File: config.mk
export PLATFORM = sky130hd
export DESIGN_NAME = iiitb_cg_ctrl
export DESIGN_NICKNAME = d
export VERILOG_FILES = /design/src/rtl/iiitb_cg_pkg.sv /design/src/rtl/iiitb_icg_cell.sv /design/src/rtl/iiitb_cg_ctrl.sv
export SDC_FILE = /design/constraint.sdc
export NUM_CORES = 1
export LEC_CHECK = 0
export ABC_CLOCK_PERIOD_IN_PS = 2200
export BUFFER_PORTS_ARGS = -buffer_cell sky130_fd_sc_hd__buf_4
export CAP_MARGIN = 20
export CELL_PAD_IN_SITES_DETAIL_PLACEMENT = 0
export CELL_PAD_IN_SITES_GLOBAL_PLACEMENT = 1
export CORE_UTILIZATION = 44
export CTS_BUF_LIST = sky130_fd_sc_hd__clkbuf_4 sky130_fd_sc_hd__clkbuf_8 sky130_fd_sc_hd__clkbuf_16
export DETAILED_ROUTE_END_ITERATION = 6
export PLACE_DENSITY = 0.72
export SKIP_CTS_REPAIR_TIMING = 1
export SLEW_MARGIN = 5
export SYNTH_ARGS = -nofsm -noshare
export SYNTH_HDL_FRONTEND = slang
export SYNTH_SLANG_ARGS = --single-unit
File: constraint.sdc
create_clock -name clk -period 2.2 [get_ports clk]
set_clock_uncertainty 0.1 [all_clocks]
set_input_delay 0.22 -clock clk [delete_from_list [all_inputs] [get_ports clk]]
set_output_delay 0.22 -clock clk [all_outputs]
set_load 0.02 [all_outputs]
File: src/rtl/iiitb_cg_pkg.sv
// Shared definitions for the clock-gating controller: FSM state encoding and
// counter widths sized to the legal ranges of IDLE_CYCLES and WAKE_CYCLES.
package iiitb_cg_pkg;

  typedef enum logic [1:0] {
    RUN       = 2'd0,
    IDLE_WAIT = 2'd1,
    SLEEP     = 2'd2,
    WAKE      = 2'd3
  } cg_state_e;

  localparam int IDLE_CNT_W = 8;  // IDLE_CYCLES legal 1..255
  localparam int WAKE_CNT_W = 4;  // WAKE_CYCLES legal 1..15
  localparam int STATS_W    = 8;

endpackage

File: src/rtl/iiitb_icg_cell.sv
// Glitch-free clock gate: enable captured on the falling edge of clk, then
// ANDed with clk so the enable only changes while clk is low.
module iiitb_icg_cell (
  input  logic clk,
  input  logic rst,
  input  logic en,
  output logic gclk
);

  logic en_q;

  // NOTE: reset forces the enable high so the gated domain runs during and
  // immediately after reset, whatever state the gate was left in.
  always_ff @(negedge clk or posedge rst) begin
    if (rst) en_q <= 1'b1;
    else     en_q <= en;
  end

  assign gclk = clk & en_q;

endmodule

File: src/rtl/iiitb_cg_ctrl.sv
// Idle-detect clock-gating controller with RUN/IDLE_WAIT/SLEEP/WAKE FSM.
// Define IIITB_CG_STATS_EN to add the saturating sleep_cnt output.
module iiitb_cg_ctrl
  import iiitb_cg_pkg::*;
#(
  parameter int unsigned IDLE_CYCLES = 8,
  parameter int unsigned WAKE_CYCLES = 2
) (
  input  logic clk,
  input  logic rst,
  input  logic act,
  input  logic busy,
  output logic ready,
  output logic clk_en,
  output logic cgclk,
  output logic sleeping
`ifdef IIITB_CG_STATS_EN
  ,
  output logic [STATS_W-1:0] sleep_cnt
`endif
);

  localparam logic [IDLE_CNT_W-1:0] IDLE_LIMIT = IDLE_CYCLES[IDLE_CNT_W-1:0];
  localparam logic [WAKE_CNT_W-1:0] WAKE_LIMIT = WAKE_CYCLES[WAKE_CNT_W-1:0];

  cg_state_e             state_q, state_d;
  logic [IDLE_CNT_W-1:0] idle_cnt_q, idle_cnt_d;
  logic [WAKE_CNT_W-1:0] wake_cnt_q, wake_cnt_d;
  logic                  ready_q, ready_d;
  logic                  clk_en_q, clk_en_d;
  logic                  sleeping_q, sleeping_d;

  // State register; outputs are registered from the next state so they change
  // on the same edge as the state and carry no decode glitches.
  always_ff @(posedge clk or posedge rst) begin
    if (rst) begin
      state_q    <= RUN;
      idle_cnt_q <= '0;
      wake_cnt_q <= '0;
      ready_q    <= 1'b1;
      clk_en_q   <= 1'b1;
      sleeping_q <= 1'b0;
    end else begin
      state_q    <= state_d;
      idle_cnt_q <= idle_cnt_d;
      wake_cnt_q <= wake_cnt_d;
      ready_q    <= ready_d;
      clk_en_q   <= clk_en_d;
      sleeping_q <= sleeping_d;
    end
  end

  // Counters only advance while below their limit, so they saturate by design.
  always_comb begin
    // NOTE: every comb output gets a default first so no path infers a latch.
    state_d    = state_q;
    idle_cnt_d = idle_cnt_q;
    wake_cnt_d = wake_cnt_q;
    unique case (state_q)
      RUN: begin
        idle_cnt_d = '0;
        if (!act && !busy) begin
          state_d    = IDLE_WAIT;
          idle_cnt_d = IDLE_CNT_W'(1);
        end
      end
      IDLE_WAIT: begin
        if (act || busy) begin
          state_d    = RUN;
          idle_cnt_d = '0;
        end else if (idle_cnt_q >= IDLE_LIMIT) begin
          state_d    = SLEEP;
          idle_cnt_d = '0;
        end else begin
          idle_cnt_d = idle_cnt_q + 1'b1;
        end
      end
      SLEEP: begin
        if (act) begin
          state_d    = WAKE;
          wake_cnt_d = '0;
        end
      end
      WAKE: begin
        if (wake_cnt_q >= WAKE_LIMIT) begin
          state_d    = RUN;
          wake_cnt_d = '0;
        end else begin
          wake_cnt_d = wake_cnt_q + 1'b1;
        end
      end
    endcase
  end

  always_comb begin
    ready_d    = 1'b1;
    clk_en_d   = 1'b1;
    sleeping_d = 1'b0;
    unique case (state_d)
      SLEEP: begin
        ready_d    = 1'b0;
        clk_en_d   = 1'b0;
        sleeping_d = 1'b1;
      end
      WAKE:    ready_d = 1'b0;
      default: ;
    endcase
  end

  assign ready    = ready_q;
  assign clk_en   = clk_en_q;
  assign sleeping = sleeping_q;

  iiitb_icg_cell u_icg (
    .clk  (clk),
    .rst  (rst),
    .en   (clk_en_q),
    .gclk (cgclk)
  );

`ifdef IIITB_CG_STATS_EN
  logic [STATS_W-1:0] sleep_cnt_q;

  always_ff @(posedge clk or posedge rst) begin
    if (rst) begin
      sleep_cnt_q <= '0;
    end else if (state_q != SLEEP && state_d == SLEEP && sleep_cnt_q != '1) begin
      sleep_cnt_q <= sleep_cnt_q + 1'b1;
    end
  end

  assign sleep_cnt = sleep_cnt_q;
`endif

endmodule

==> results of run 1 <==
## path summary, 6_finish.rpt
path	endpoint	start	depth (start not counted)	slack [ns]
min in group asynchronous	wake_cnt_q[0]	rst	4	0.31
setup / recovery	cgclk	u_icg.en_q	2	-0.43
max in group asynchronous	u_icg.en_q	rst	3	0.65
hold / removal	idle_cnt_q[2]	busy	4	0.04
setup reg to reg	u_icg.en_q	clk_en	0	0.47
hold reg to reg	wake_cnt_q[3]	wake_cnt_q[3]	1	0.39
## per-stage QoR
| step | std cells | hold WS, ns |
|---|---|---|
| floorplan | 76 | 0.0564 |
| detailed placement | 106 | 0.184 |
| global placement | 106 | 0.185 |
| global route | 114 | 0.0664 |
| CTS | 113 | -0.243 |
| finish | 114 | 0.0404 |
## state kept, by name, summed over array words and instances, names as in the netlist
| signal | count |
|---|---|
| sleeping | 1 |
| state_q | 2 |
| ready | 1 |
| wake_cnt_q | 4 |
| u_icg.en_q | 1 |
| idle_cnt_q | 8 |
| clk_en | 1 |
## layout by cell type, fill, tap and decap left out, types with 2 or more instances in the layout
cell type and count:
a22o_1 2, and2_1 4, buf_4 7, clkbuf_4 6, dfrtp_1 15, dfstp_2 3, ha_1 4, inv_1 6
nand2_1 8, nand3_1 2, nor2_1 2, nor3b_1 2, o21ai_0 7
## power groups by stage
| stage | combinational (uW) | sequential, uW | clock (uW) |
|---|---|---|---|
| final | 25.1 | 337 | 375 |
| after floorplan | 16.6 | 341 | 45.0 |
| after detailed placement | 24.3 | 343 | 72.0 |
| after CTS | 24.5 | 337 | 348 |
| after global placement | 24.5 | 343 | 72.0 |
| after global routing | 28.5 | 338 | 407 |
## cells by family after synthesis
kind of cell,after synthesis
and+or+nand+nor,29
adders and majority gates,4
AOI/OAI and AO/OA,15
DFF,18
muxes,1
buffers and inverters,9
## per-layer routing
| layer | vias to the layer above | routed length (um) |
|---|---|---|
| met5 | - | 0 |
| met4 | 0 | 25 |
| met3 | 3 | 86 |
| met2 | 13 | 591 |
| met1 | 280 | 632 |
| li1 | 296 | - |
## area by class of cell
type                            count  area [um^2]  area share (%)
Timing Repair Buffer                8         62.6            6.39
Sequential cell                    18          454            46.4
Tap cell                           25         31.3            3.19
Multi-Input combinational cell     49          339            34.6
Inverter                            5         18.8            1.92
Clock inverter                      1         3.75           0.383
Clock buffer                        8         70.1            7.15
==> flow_summary.json, run 1 <==
{
  "worst_ep_arrival_time_ns": 2.31,
  "internal-power_uw": 567,
  "grt_pass1_wl_mm": 2.11,
  "synth_flop_cell": "dfrtp_1",
  "async_reset_ff_share_pct": 100,
  "grt.overflow.total": 0,
  "areaGrowthSynthToFinish_pct": 16.7,
  "grt_pass1_vias": 484,
  "fill_cells": 177,
  "synth_area_um2": 840,
  "synth_commonest_cells": "dfrtp_1, nand2_1, o21ai_0",
  "power.density_mw_per_mm2": 753,
  "violations": "setup timing",
  "clk_pin_slew_ns": 0.10,
  "setup_violations": 2,
  "cap_violations": 0,
  "yosysTopAreaCell": "dfrtp_1",
  "antenna_found_initial": 0,
  "rsz0062_at_grt": "true",
  "placed_area_um2": 905,
  "grt_start_max_net_pins": 19,
  "setup.worst_path.end_class": "output pin",
  "die-area_mm2": 0.00209,
  "place_ws_ns": 0.0598,
  "crit_required_ns": 1.88,
  "die_x_um": 45.7,
  "pin_count": 8,
  "fin_ws_ns": -0.428,
  "dpl.hpwl_um": 882,
  "avgSynthCellArea_um2": 11.0,
  "netlist_instances": 76,
  "synth_fp_nets": 84,
  "top_usage_layer": "met2",
  "power_uw": 738,
  "hold_violations": 0,
  "synth_xor_area_share_pct": 0,
  "route.detailed.wl_per_inst_um": 11.7,
  "grt_util_all_layers_pct": 16.0,
  "worst_pin_slew_ns": 0.590,
  "ant_nets": 0,
  "die_h_um": 45.7,
  "viasPerCell": 5.19,
  "ys_ff_latch": 18,
  "gp_congestion": 0.687,
  "hp-class": "in -> reg",
  "tns_ns": -0.428,
  "cp-start-kind": "register",
  "drt_wl_total_mm": 1.34,
  "sw_frac_of_total_pct": 23.2,
  "use_met3_pct": 10.7,
  "worst-path-buf-inv": 1,
  "netlist_top_cells_area": "dfrtp_1, dfstp_2, ha_1",
  "io_buffers": 7,
  "power_frac_clock_pct": 50.9,
  "slowest_stage": "dfstp_2",
  "power_frac_comb_pct": 3.4,
  "p_leak_uw": 0.000475,
  "outcome": "finished, violations left",
  "rows": 15,
  "ys_seq_area_share_pct": 54.1,
  "synthAdderAreaFrac_pct": 5.96,
  "synth_edf_count": 0,
  "via_count": 592,
  "slew_viol_final": 0,
  "diodes": 0,
  "netSwitchingPower_uw": 171,
  "drt_iter0_markers": 13,
  "crit_chain": "and2_4, buf_6",
  "critical_path.max_stage_delay_ns": 0.51,
  "synth_mux_area_share_pct": 1.34,
  "ys_types": 31,
  "cts_tree": "done",
  "yosysMostFrequentCell": "dfrtp_1",
  "yosysTopAreaCellShare_pct": 44.7,
  "synth_compound_area_share_pct": 12.2,
  "synth_top_family_by_area": "simple AND/OR/NAND/NOR gates",
  "grtUsageMet2_pct": 20.6,
  "met1_usage_pct": 19.9,
  "yosys_warnings": 0,
  "finalNetCount": 98,
  "crit_fanout": 1,
  "fin_area_um2": 980,
  "drc": 0,
  "irDropWorstVdd_v": 0.000460,
  "seqPwrFrac_pct": 45.7,
  "drive_gt1_share_pct": 28.1,
  "slew_headroom_pct": 60.1,
  "crit_type": "reg -> out",
  "yosys.area_share.simple_pct": 20.6,
  "postLayoutCoreUtil_pct": 55.5,
  "clk_latency_ns": 0.40,
  "crit_family": "flip-flops",
  "first_pass_iters": 4,
  "floorplan.initialDensity_pct": 47.6,
  "coreArea_mm2": 0.00176
}
Power figures use the tool's default switching activity.
==> run 2: changes to the inputs <==
--- a/config.mk
+++ b/config.mk
@@ -5,12 +5,14 @@
 export SDC_FILE = /design/constraint.sdc
 export NUM_CORES = 1
 export LEC_CHECK = 0
+export ABC_AREA = 1
 export ABC_CLOCK_PERIOD_IN_PS = 2200
 export BUFFER_PORTS_ARGS = -buffer_cell sky130_fd_sc_hd__buf_4
 export CAP_MARGIN = 20
 export CELL_PAD_IN_SITES_DETAIL_PLACEMENT = 0
 export CELL_PAD_IN_SITES_GLOBAL_PLACEMENT = 1
-export CORE_UTILIZATION = 44
+export CORE_ASPECT_RATIO = 1.5
+export CORE_UTILIZATION = 42
 export CTS_BUF_LIST = sky130_fd_sc_hd__clkbuf_4 sky130_fd_sc_hd__clkbuf_8 sky130_fd_sc_hd__clkbuf_16
 export DETAILED_ROUTE_END_ITERATION = 6
 export PLACE_DENSITY = 0.72
==> flow_summary.json, run 2 <==
{
  "p_leak_uw": 0.000532,
  "first_pass_iters": 4,
  "synth_top_family_by_area": "simple AND/OR/NAND/NOR gates",
  "floorplan.initialDensity_pct": 44.8,
  "ant_nets": 0,
  "netSwitchingPower_uw": 446,
  "crit_required_ns": 1.88,
  "async_reset_ff_share_pct": 100,
  "dp.cells": 120,
  "synthAdderAreaFrac_pct": 6.10,
  "most-common-layout-cells": "nand2_1, inv_1, dfrtp_1",
  "synth_mux_area_share_pct": 0,
  "yosysMostFrequentCell": "nand2_1",
  "grt_pass1_wl_mm": 2.44,
  "grt_pass1_vias": 581,
  "drt_wl_total_mm": 1.46,
  "die_h_um": 56.1,
  "areaGrowthSynthToFinish_pct": 18.0,
  "crit_type": "reg -> out",
  "ys_ff_latch": 18,
  "rows": 19,
  "placed_area_um2": 896,
  "mostFrequentLayoutCell": "nand2_1",
  "finalNetCount": 116,
  "antenna_found_initial": 0,
  "netlist_top_cells_area": "dfrtp_1, nand2_1, dfstp_2",
  "reg.largest.list": "idle_cnt_q x8, wake_cnt_q x4, state_q x2",
  "critical_path.max_stage_delay_ns": 0.51,
  "fin_ws_ns": -0.416,
  "worstReg2RegStart": "clk_en",
  "setup_violations": 2,
  "yosysTopAreaCellShare_pct": 45.7,
  "internal-power_uw": 749,
  "tns_ns": -0.416,
  "fin_area_um2": 968,
  "diodes": 0,
  "slew_viol_final": 0,
  "coreArea_mm2": 0.00183,
  "sw_frac_of_total_pct": 37.3,
  "clk_latency_ns": 0.41,
  "outcome": "finished, violations left",
  "seqPwrFrac_pct": 42.8,
  "ys_seq_area_share_pct": 55.3,
  "cap_violations": 0,
  "cts_tree": "done",
  "crit_chain": "nand2_1, inv_1, buf_6",
  "die_x_um": 38.1,
  "yosysTopAreaCell": "dfrtp_1",
  "rsz0062_at_grt": "true",
  "fill_cells": 175,
  "io_buffers": 7,
  "slowest_stage": "dfstp_2",
  "power_frac_clock_pct": 32.0,
  "cp-start-kind": "register",
  "drt_iter0_markers": 11,
  "violations": "setup timing",
  "worst_ep_arrival_time_ns": 2.30,
  "crit_fanout": 1,
  "drc": 0,
  "synth_edf_count": 0,
  "largest_register": "idle_cnt_q",
  "avgSynthCellArea_um2": 8.92,
  "largest_reg_flops": 8,
  "grt_start_max_net_pins": 18,
  "synth_fp_nets": 100,
  "netlist_instances": 92,
  "power_uw": 1200,
  "synth_xor_area_share_pct": 1.07,
  "yosys_warnings": 0,
  "route.detailed.wl_per_inst_um": 11.4,
  "grt.overflow.total": 0,
  "irDropWorstVdd_v": 0.000580,
  "grt_util_all_layers_pct": 18.1,
  "clk_pin_slew_ns": 0.11,
  "dpl.hpwl_mm": 1.03,
  "synth_compound_area_share_pct": 6.40,
  "final_cells": 128,
  "via_count": 619,
  "die-area_mm2": 0.00214,
  "crit_family": "flip-flops",
  "setup.worst_path.end_class": "output pin",
  "cp-startpoint": "u_icg.en_q",
  "drive_gt1_share_pct": 23.4,
  "yosys.area_share.simple_pct": 21.5,
  "pin_count": 8,
  "worst_pin_slew_ns": 0.425,
  "power_frac_comb_pct": 25.2,
  "min-delay-start": "act",
  "hp-class": "in -> reg",
  "power.density_mw_per_mm2": 1230,
  "synth_commonest_cells": "nand2_1, inv_1, dfrtp_1",
  "hold_violations": 0,
  "synth_area_um2": 821,
  "gp_congestion": 0.739,
  "worst-path-buf-inv": 2,
  "ys_types": 19,
  "synth_flop_cell": "dfrtp_1",
  "slew_headroom_pct": 71.7,
  "viasPerCell": 4.84
}
==> run 2: cell type report <==
cell class	count	area, um^2	area share (%)
clock buffers	8	70.1	7.24
flip-flops and latches	18	454	46.9
clock inverters	2	7.51	0.775
multi-input cells	55	288	29.7
repair buffers	8	62.6	6.46
well taps	21	26.3	2.71
inverters	16	60.1	6.20
==> run 2: cell families (layout without fill, tap and decap cells) <==
kind of cell,count (synthesis),after routing
compound gates,9,9
xor+xnor,1,1
fa+ha+maj,4,4
buf+inv,19,34
flops,18,18
simple gates,41,41
==> run 2: path summary, 6_finish.rpt <==
| check | slack (ns) | cells after the start | endpoint |
|---|---|---|---|
| setup / recovery | -0.42 | 3 | cgclk |
| hold / removal | 0.01 | 4 | wake_cnt_q[2] |
| setup reg to reg | 0.46 | 0 | u_icg.en_q |
| hold reg to reg | 0.37 | 2 | idle_cnt_q[5] |
| max in group asynchronous | 0.62 | 3 | u_icg.en_q |
| min in group asynchronous | 0.33 | 4 | state_q[0] |
==> run 2: metrics by stage <==
step                setup slack, ns  utilization (%)  hold slack, ns
floorplan                     0.115                -          0.0564
detailed placement           0.0782             48.9           0.200
global placement             0.0892             48.9           0.181
global route                 -0.469             52.9         0.00841
CTS                          -0.437             52.2          -0.244
finish                       -0.416             52.9          0.0127
==> run 2: power by group through the flow <==
stage               logic, uW  clock network [uW]  registers (uW)
floorplan                 217                50.8             520
global placement          300                81.1             517
detailed placement        302                81.1             521
CTS                       302                 375             515
global route              344                 415             526
finish                    301                 383             512
==> run 2: layer usage <==
layer / up-vias / GRT usage [%] / routed length (um)
met1: 299 / 18.7 / 590
met2: 10 / 24.9 / 763
li1: 306 / - / -
met3: 4 / 10.8 / 66
met5: - / 0 / 0
met4: 0 / 14.8 / 44
==> run 3: changes to the inputs <==
--- a/config.mk
+++ b/config.mk
@@ -6,7 +6,7 @@
 export NUM_CORES = 1
 export LEC_CHECK = 0
 export ABC_AREA = 1
-export ABC_CLOCK_PERIOD_IN_PS = 2200
+export ABC_CLOCK_PERIOD_IN_PS = 2950
 export BUFFER_PORTS_ARGS = -buffer_cell sky130_fd_sc_hd__buf_4
 export CAP_MARGIN = 20
 export CELL_PAD_IN_SITES_DETAIL_PLACEMENT = 0
@@ -17,6 +17,7 @@
 export DETAILED_ROUTE_END_ITERATION = 6
 export PLACE_DENSITY = 0.72
 export SKIP_CTS_REPAIR_TIMING = 1
+export SKIP_LAST_GASP = 1
 export SLEW_MARGIN = 5
 export SYNTH_ARGS = -nofsm -noshare
 export SYNTH_HDL_FRONTEND = slang
==> constraint.sdc (replaced) <==
create_clock -name clk -period 2.95 [get_ports clk]
set_clock_uncertainty 0.1 [all_clocks]
set_input_delay 0.295 -clock clk [delete_from_list [all_inputs] [get_ports clk]]
set_output_delay 0.295 -clock clk [all_outputs]
set_load 0.02 [all_outputs]
==> flow_summary.json, run 3 (synthesis gave the netlist of run 2 again) <==
{
  "outcome": "finished, violations left",
  "violations": "setup timing",
  "antenna_found_initial": 0,
  "placed_area_um2": 896,
  "worstReg2RegStart": "clk_en",
  "gp_congestion": 0.739,
  "clk_latency_ns": 0.41,
  "pin_count": 8,
  "largest_register": "idle_cnt_q",
  "p_leak_uw": 0.000532,
  "irDropWorstVdd_v": 0.000580,
  "grt.overflow.total": 0,
  "coreArea_mm2": 0.00183,
  "cts_tree": "done",
  "mostFrequentLayoutCell": "nand2_1",
  "drt_iter0_markers": 12,
  "clk_pin_slew_ns": 0.10,
  "setup_violations": 2,
  "areaGrowthSynthToFinish_pct": 18.0,
  "diodes": 0,
  "crit_required_ns": 2.56,
  "floorplan.initialDensity_pct": 44.8,
  "die_x_um": 38.1,
  "power_uw": 892,
  "finalNetCount": 116,
  "slew_viol_final": 0,
  "grt_pass1_vias": 592,
  "cp-start-kind": "register",
  "first_pass_iters": 4,
  "crit_fanout": 1,
  "largest_reg_flops": 8,
  "worstHoldEndpoint": "wake_cnt_q[2]",
  "via_count": 600,
  "rsz0062_at_grt": "true",
  "setup.worst_path.end_class": "output pin",
  "place_ws_ns": 0.384,
  "slew_headroom_pct": 70.5,
  "power_frac_comb_pct": 25.3,
  "drc": 0,
  "drt_wl_total_mm": 1.40,
  "grt_start_max_net_pins": 18,
  "ant_nets": 0,
  "worst_hold_slack_ns": 0.0936,
  "viasPerCell": 4.69,
  "io_buffers": 7,
  "fin_ws_ns": -0.104,
  "min-delay-start": "act",
  "die-area_mm2": 0.00214,
  "dpl.hpwl_um": 976,
  "ff2ff_setup_slack_ns": 0.84,
  "tns_ns": -0.104,
  "rows": 19,
  "netSwitchingPower_uw": 334,
  "grt_util_all_layers_pct": 16.3,
  "most-common-layout-cells": "nand2_1, inv_1, dfrtp_1",
  "crit_type": "reg -> out",
  "die_h_um": 56.1,
  "fin_area_um2": 968,
  "reg.largest.list": "idle_cnt_q x8, wake_cnt_q x4, state_q x2",
  "drive_gt1_share_pct": 23.4,
  "worst_pin_slew_ns": 0.442,
  "internal-power_uw": 558,
  "worst_ep_arrival_time_ns": 2.66,
  "hp-class": "in -> reg",
  "reg2reg_to": "u_icg.en_q",
  "sw_frac_of_total_pct": 37.4,
  "cap_violations": 0,
  "seqPwrFrac_pct": 42.8,
  "power_frac_clock_pct": 31.9,
  "power.density_mw_per_mm2": 921,
  "ff2ff_path_depth": 0,
  "grt_pass1_wl_mm": 2.30,
  "holdPathStages": 4,
  "hold_violations": 0,
  "route.detailed.wl_per_inst_um": 10.9
}
-- run 3: cell counts in the layout (fill, tap and decap cells not counted) --
No cell type changed its count.
-- run 3: area by class of cell --
type                       instances  area, um^2
clock buffer                       8        70.1
clock inverter                     2        7.51
inverter                          16        60.1
sequential                        18         454
tap                               21        26.3
timing repair buffer               8        62.6
multi-input combinational         55         288
fill                             160         862
-- run 3: routing by layer --
layer / routed length (um) / global-route usage [%] / vias to the layer above
li1: - / - / 308
met1: 572 / 15.4 / 278
met2: 718 / 25.4 / 9
met3: 53 / 7.20 / 5
met4: 51 / 13.3 / 0
met5: 0 / 0 / -
-- run 3: stage by stage --
step / std cells / utilization [%]
global route: 128 / 52.9
finish: 128 / 52.9
global placement: 120 / 48.9
floorplan: 92 / -
detailed placement: 120 / 48.9
CTS: 127 / 52.2
-- run 3: worst max-delay path by stage --
stage          slack (ns)  cells after the start  endpoint  startpoint
6_report            -0.10                      3     cgclk  u_icg.en_q
5_1_grt             -0.14                      3     cgclk  u_icg.en_q
4_1_cts             -0.13                      3     cgclk  u_icg.en_q
3_5_place_dp         0.38                      3     cgclk  u_icg.en_q
3_3_place_gp         0.39                      3     cgclk  u_icg.en_q
2_1_floorplan        0.41                      2     cgclk  u_icg.en_q
-- run 3: critical path, stage by stage (launching register included) --
cell and delay (ns):
dfstp_2 0.50, nand2_1 0.04, inv_1 0.06, buf_6 0.11
-- run 3: power by group through the flow --
| stage | Sequential [uW] | Combinational (uW) | Clock, uW |
|---|---|---|---|
| 5_1_grt | 391 | 257 | 301 |
| 6_report | 382 | 225 | 285 |
| 2_1_floorplan | 387 | 162 | 37.9 |
| 3_3_place_gp | 385 | 224 | 60.5 |
| 4_1_cts | 383 | 225 | 280 |
| 3_5_place_dp | 388 | 225 | 60.5 |
